`src/rtl/d_resp_arbiter.sv`:
```
// d_resp_arbiter
// Three-requester round-robin arbiter that feeds one holding entry toward the
// downstream D-channel. The entry is replaced in the same edge it drains, so a
// continuously ready sink sees one response per cycle with no bubbles.
// The input readys are combinational because a requester's response is
// accepted in the same cycle that it is granted.
// Optional feature macro: D_ARB_GRANT_CNT_EN adds saturating 16-bit per-requester
// grant counters on io_grant_count_0..2.
module d_resp_arbiter (
    input  logic        clock,
    input  logic        reset,
    input  logic        io_in_0_valid,
    output logic        io_in_0_ready,
    input  logic [2:0]  io_in_0_bits_opcode,
    input  logic [1:0]  io_in_0_bits_size,
    input  logic [10:0] io_in_0_bits_source,
    input  logic [63:0] io_in_0_bits_data,
    input  logic        io_in_1_valid,
    output logic        io_in_1_ready,
    input  logic [2:0]  io_in_1_bits_opcode,
    input  logic [1:0]  io_in_1_bits_size,
    input  logic [10:0] io_in_1_bits_source,
    input  logic [63:0] io_in_1_bits_data,
    input  logic        io_in_2_valid,
    output logic        io_in_2_ready,
    input  logic [2:0]  io_in_2_bits_opcode,
    input  logic [1:0]  io_in_2_bits_size,
    input  logic [10:0] io_in_2_bits_source,
    input  logic [63:0] io_in_2_bits_data,
    output logic        io_deq_valid,
    input  logic        io_deq_ready,
    output logic [2:0]  io_deq_bits_opcode,
    output logic [1:0]  io_deq_bits_param,
    output logic [1:0]  io_deq_bits_size,
    output logic [10:0] io_deq_bits_source,
    output logic        io_deq_bits_sink,
    output logic        io_deq_bits_denied,
    output logic [63:0] io_deq_bits_data,
`ifdef D_ARB_GRANT_CNT_EN
    output logic [15:0] io_grant_count_0,
    output logic [15:0] io_grant_count_1,
    output logic [15:0] io_grant_count_2,
`endif
    output logic        io_deq_bits_corrupt
);

    // Holding entry and arbitration state
    logic        r_full;
    logic [1:0]  r_last_grant;
    logic [2:0]  r_opcode;
    logic [1:0]  r_size;
    logic [10:0] r_source;
    logic [63:0] r_data;

    logic        w_free;
    logic [2:0]  w_valid;
    logic        w_grant_any;
    logic [1:0]  w_grant_idx;
    logic [2:0]  w_sel_opcode;
    logic [1:0]  w_sel_size;
    logic [10:0] w_sel_source;
    logic [63:0] w_sel_data;

    assign w_free  = ~r_full | io_deq_ready;
    assign w_valid = {io_in_2_valid, io_in_1_valid, io_in_0_valid};

    // Round-robin pick: search starts just after the last granted requester;
    // no grant while the entry cannot take a new response or reset is high
    always_comb begin
        w_grant_any = 1'b0;
        w_grant_idx = 2'd0;
        if (w_free && !reset) begin
            case (r_last_grant)
                2'd0: begin
                    if (w_valid[1])      begin w_grant_any = 1'b1; w_grant_idx = 2'd1; end
                    else if (w_valid[2]) begin w_grant_any = 1'b1; w_grant_idx = 2'd2; end
                    else if (w_valid[0]) begin w_grant_any = 1'b1; w_grant_idx = 2'd0; end
                    else                 begin w_grant_any = 1'b0; w_grant_idx = 2'd0; end
                end
                2'd1: begin
                    if (w_valid[2])      begin w_grant_any = 1'b1; w_grant_idx = 2'd2; end
                    else if (w_valid[0]) begin w_grant_any = 1'b1; w_grant_idx = 2'd0; end
                    else if (w_valid[1]) begin w_grant_any = 1'b1; w_grant_idx = 2'd1; end
                    else                 begin w_grant_any = 1'b0; w_grant_idx = 2'd0; end
                end
                default: begin
                    if (w_valid[0])      begin w_grant_any = 1'b1; w_grant_idx = 2'd0; end
                    else if (w_valid[1]) begin w_grant_any = 1'b1; w_grant_idx = 2'd1; end
                    else if (w_valid[2]) begin w_grant_any = 1'b1; w_grant_idx = 2'd2; end
                    else                 begin w_grant_any = 1'b0; w_grant_idx = 2'd0; end
                end
            endcase
        end else begin
            w_grant_any = 1'b0;
            w_grant_idx = 2'd0;
        end
    end

    // One-hot ready toward the granted requester only
    always_comb begin
        io_in_0_ready = 1'b0;
        io_in_1_ready = 1'b0;
        io_in_2_ready = 1'b0;
        if (w_grant_any) begin
            case (w_grant_idx)
                2'd0:    io_in_0_ready = 1'b1;
                2'd1:    io_in_1_ready = 1'b1;
                2'd2:    io_in_2_ready = 1'b1;
                default: io_in_0_ready = 1'b0;
            endcase
        end else begin
            io_in_0_ready = 1'b0;
        end
    end

    // Field mux selecting the granted requester's response
    always_comb begin
        w_sel_opcode = io_in_0_bits_opcode;
        w_sel_size   = io_in_0_bits_size;
        w_sel_source = io_in_0_bits_source;
        w_sel_data   = io_in_0_bits_data;
        case (w_grant_idx)
            2'd1: begin
                w_sel_opcode = io_in_1_bits_opcode;
                w_sel_size   = io_in_1_bits_size;
                w_sel_source = io_in_1_bits_source;
                w_sel_data   = io_in_1_bits_data;
            end
            2'd2: begin
                w_sel_opcode = io_in_2_bits_opcode;
                w_sel_size   = io_in_2_bits_size;
                w_sel_source = io_in_2_bits_source;
                w_sel_data   = io_in_2_bits_data;
            end
            default: begin
                w_sel_opcode = io_in_0_bits_opcode;
                w_sel_size   = io_in_0_bits_size;
                w_sel_source = io_in_0_bits_source;
                w_sel_data   = io_in_0_bits_data;
            end
        endcase
    end

    // Occupancy and round-robin pointer; a grant wins over a drain so the
    // entry is refilled in the same edge without a bubble
    always_ff @(posedge clock) begin
        if (reset) begin
            r_full       <= 1'b0;
            r_last_grant <= 2'd2;
        end else if (w_grant_any) begin
            r_full       <= 1'b1;
            r_last_grant <= w_grant_idx;
        end else if (io_deq_ready && r_full) begin
            r_full       <= 1'b0;
        end
    end

    // Entry payload; deliberately not reset since r_full qualifies it
    always_ff @(posedge clock) begin
        if (w_grant_any) begin
            r_opcode <= w_sel_opcode;
            r_size   <= w_sel_size;
            r_source <= w_sel_source;
            r_data   <= w_sel_data;
        end
    end

`ifdef D_ARB_GRANT_CNT_EN
    logic [15:0] r_grant_cnt [3];

    // Saturating per-requester grant counters
    always_ff @(posedge clock) begin
        for (int k = 0; k < 3; k++) begin
            if (reset) begin
                r_grant_cnt[k] <= 16'd0;
            end else if (w_grant_any && (w_grant_idx == 2'(k)) && (r_grant_cnt[k] != 16'hFFFF)) begin
                r_grant_cnt[k] <= r_grant_cnt[k] + 16'd1;
            end
        end
    end

    assign io_grant_count_0 = r_grant_cnt[0];
    assign io_grant_count_1 = r_grant_cnt[1];
    assign io_grant_count_2 = r_grant_cnt[2];
`endif

    assign io_deq_valid        = r_full;
    assign io_deq_bits_opcode  = r_opcode;
    assign io_deq_bits_param   = 2'd0;
    assign io_deq_bits_size    = r_size;
    assign io_deq_bits_source  = r_source;
    assign io_deq_bits_sink    = 1'b0;
    assign io_deq_bits_denied  = 1'b0;
    assign io_deq_bits_data    = r_data;
    assign io_deq_bits_corrupt = 1'b0;

endmodule

```
`config.mk`:
```
export PLATFORM = sky130hd
export DESIGN_NAME = d_resp_arbiter
export DESIGN_NICKNAME = d
export VERILOG_FILES = /design/src/rtl/d_resp_arbiter.sv
export SDC_FILE = /design/constraint.sdc
export NUM_CORES = 1
export LEC_CHECK = 0
export BUFFER_PORTS_ARGS = -buffer_cell sky130_fd_sc_hd__buf_2
export CAP_MARGIN = 40
export CORE_AREA = 2 2 131 133
export CTS_BUF_LIST = sky130_fd_sc_hd__clkbuf_8
export CTS_CLUSTER_DIAMETER = 150
export DETAILED_ROUTE_END_ITERATION = 10
export DIE_AREA = 0 0 133 135
export SLEW_MARGIN = 15
export SYNTH_ARGS = -nofsm -noshare
export SYNTH_HDL_FRONTEND = slang
export SYNTH_SLANG_ARGS = --single-unit
export TNS_END_PERCENT = 50
```
`constraint.sdc`:
```
create_clock -name clock -period 4.7 [get_ports clock]
set_input_delay 0.235 -clock clock [delete_from_list [all_inputs] [get_ports clock]]
set_output_delay 0.235 -clock clock [all_outputs]
set_load 0.01 [all_outputs]
```
==> flow_summary.json <==
{
  "crit_required_ps": 4470,
  "syn_area_per_cell_um2": 10.63,
  "postPlaceCellArea_um2": 5958,
  "cp_max_fo": 42,
  "worst_pin_slew_ps": 745.0,
  "firstDrtPassIters": 4,
  "post_drt_wl_per_cell_um": 14.81,
  "p_leak_nw": 2.673,
  "crit_type": "reg -> out",
  "initialDrtViolationCount": 188,
  "routed_via_density": 4.501,
  "cts_root_buf": "clkbuf_8",
  "cp-start-kind": "flop",
  "ys_seq_elements": 83,
  "clk_path_buf_depth": 2,
  "timing.hold.ws_ps": 127.5,
  "slew_viol_final": 0,
  "cts.reportedPaths.clkPinSlew_ps": 90,
  "synthTopCellsByArea": "edfxtp_1 58%, a22oi_1 14%, a21oi_1 9.6%",
  "worst_ep_arrival_time_ps": 2800,
  "post_cts_resized": 0,
  "grt_pass1_wl_mm": 20.53,
  "finalHoldViolCount": 0,
  "grt_setup_unrepaired": "no",
  "cts_setup_buffers": 0,
  "cts.sinks": 83,
  "hold_buffers": 0,
  "seq_area_um2": 2462,
  "syn_area_um2": 4155,
  "die_w_um": 133,
  "tritoncts": "yes",
  "synthTopCellsByCount": "83 x nor2_1, 80 x a21oi_1, 80 x a22oi_1, 80 x edfxtp_1, 28 x buf_2",
  "dp.cells": 908,
  "synth_enable_flop_cells": 80,
  "final_cells": 925,
  "syn2layout_area_growth_pct": 48.45,
  "finalPower_mw": 1.860,
  "post-route-min-period_ps": 3035,
  "setup_tns_ps": 0,
  "crit_path_top_delay_cell": "ha_2",
  "portBuffers": 329,
  "die_area_um2": 17960,
  "dpl_worst_slack_ps": 1906,
  "finish.instance_area_um2": 6168,
  "final.fill_count": 1676,
  "finalSetupViolCount": 0,
  "fmax_ghz": 0.3295,
  "drive_gt1_share_pct": 50.21,
  "synthCells": 391,
  "drv_cap": 0,
  "fin_skew_ps": 7.804,
  "finish.utilization_pct": 37.60,
  "start_util_pct": 25.33,
  "grt_pass1_vias": 4022,
  "power_density_nw_per_um2": 301.6,
  "ant_nets": 0,
  "status": "completed",
  "max_slew_margin_pct": 50.33,
  "period_share_pct": 64.58,
  "cts_buffers": 9,
  "synth-async-reset-ratio_pct": 0,
  "routed_wl_mm": 13.70,
  "drc": 0,
  "multi_input_area_um2": 1520,
  "dp_hpwl_mm": 10.41,
  "coreArea_um2": 16410,
  "yosysTopAreaCell": "edfxtp_1",
  "gp_congestion": 0.7308,
  "ir_worst_vdd_uv": 124.7,
  "path_cells": "nor2b_4 > or3b_1 > or2_1 > ha_2 > buf_4 > and2_1 > buf_2",
  "fin_ws_ps": 1665,
  "die_y_um": 135,
  "synth_ff_type": "edfxtp_1",
  "nNetsFinal": 949,
  "num_antenna_cells": 0,
  "yosys_warnings": 0,
  "endpoint_kind": "output pin",
  "grt_max_degree": 85,
  "htreeDepth": 3,
  "hold_class": "in -> reg",
  "rows": 47,
  "synth.top_cell.area_share_pct": 57.81,
  "antenna_found_initial": 0,
  "clock_latency_ps": 350,
  "grt_overflow": 0,
  "yosysSeqAreaShare_pct": 59.26,
  "synth_cell_types": 24,
  "synth.most_common_cell": "nor2_1",
  "dr_total_vias": 4163,
  "critPathMaxStageDelay_ps": 690,
  "ioPinCount": 335,
  "grt_use_total_pct": 14.70
}
-- metal layers --
metal  GRT usage [%]  share of wire [%]  wire [um]
met4           6.750                2.3        311
met1           16.76                 41       5560
met5               0                  0          0
met2           25.50                 48       6630
met3           4.317                8.7       1197
-- power breakdown --
part	total, mW	switching (mW)	internal, mW
combinational	0.425	0.239	0.186
sequential	0.921	0.0163	0.904
clock	0.514	0.271	0.243
total	1.86	0.527	1.33
-- worst max-delay path, delay by kind of cell (launching register included) --
kind          cells  cell delay (ps)
simple gates      4              730
buf+inv           2              670
flops             1              340
fa+ha+maj         1              690
-- flip-flops by register name (all words and copies together), names as in the netlist --
name	flops
r_last_grant	2
io_deq_bits_source	11
io_deq_bits_opcode	3
io_deq_bits_data	64
io_deq_bits_size	2
io_deq_valid	1
-- area by class of cell --
| type | instances | share of cell area, % |
|---|---|---|
| clock buffers | 9 | 2.008 |
| flip-flops and latches | 83 | 39.92 |
| multi-input cells | 270 | 24.65 |
| well taps | 220 | 4.462 |
| repair buffers | 335 | 27.83 |
| inverters | 1 | 0.06085 |
| clock inverters | 7 | 1.075 |
-- layout by cell type, fill, tap and decap left out, types with 3 or more instances in the layout --
cell | Yosys | layout
conb_1 | 1 | 5
a22oi_1 | 80 | 80
a21oi_1 | 80 | 80
buf_2 | 28 | 329
nor2_1 | 83 | 83
and2_1 | 4 | 4
dfxtp_1 | 3 | 3
clkbuf_8 | 0 | 9
edfxtp_1 | 80 | 80
buf_4 | 5 | 4
-- kinds of logic after synthesis --
kind of cell,after synthesis,share of synthesized area [%]
other,1,0.09025
DFF,83,59.26
and+or+nand+nor,97,9.816
buffers and inverters,42,5.089
AOI/OAI and AO/OA,165,24.84
adders and majority gates,3,0.9034
-- final timing paths --
kind	start	to	slack, ps	cells after the start
max reg2reg	io_deq_valid	io_deq_bits_data[63]	1970	7
min reg2reg	r_last_grant[0]	r_last_grant[0]	500	2
max	io_deq_valid	io_in_1_ready	1660	7
min	reset	io_deq_valid	130	2
No activity file was read; power rests on OpenSTA's default activity.
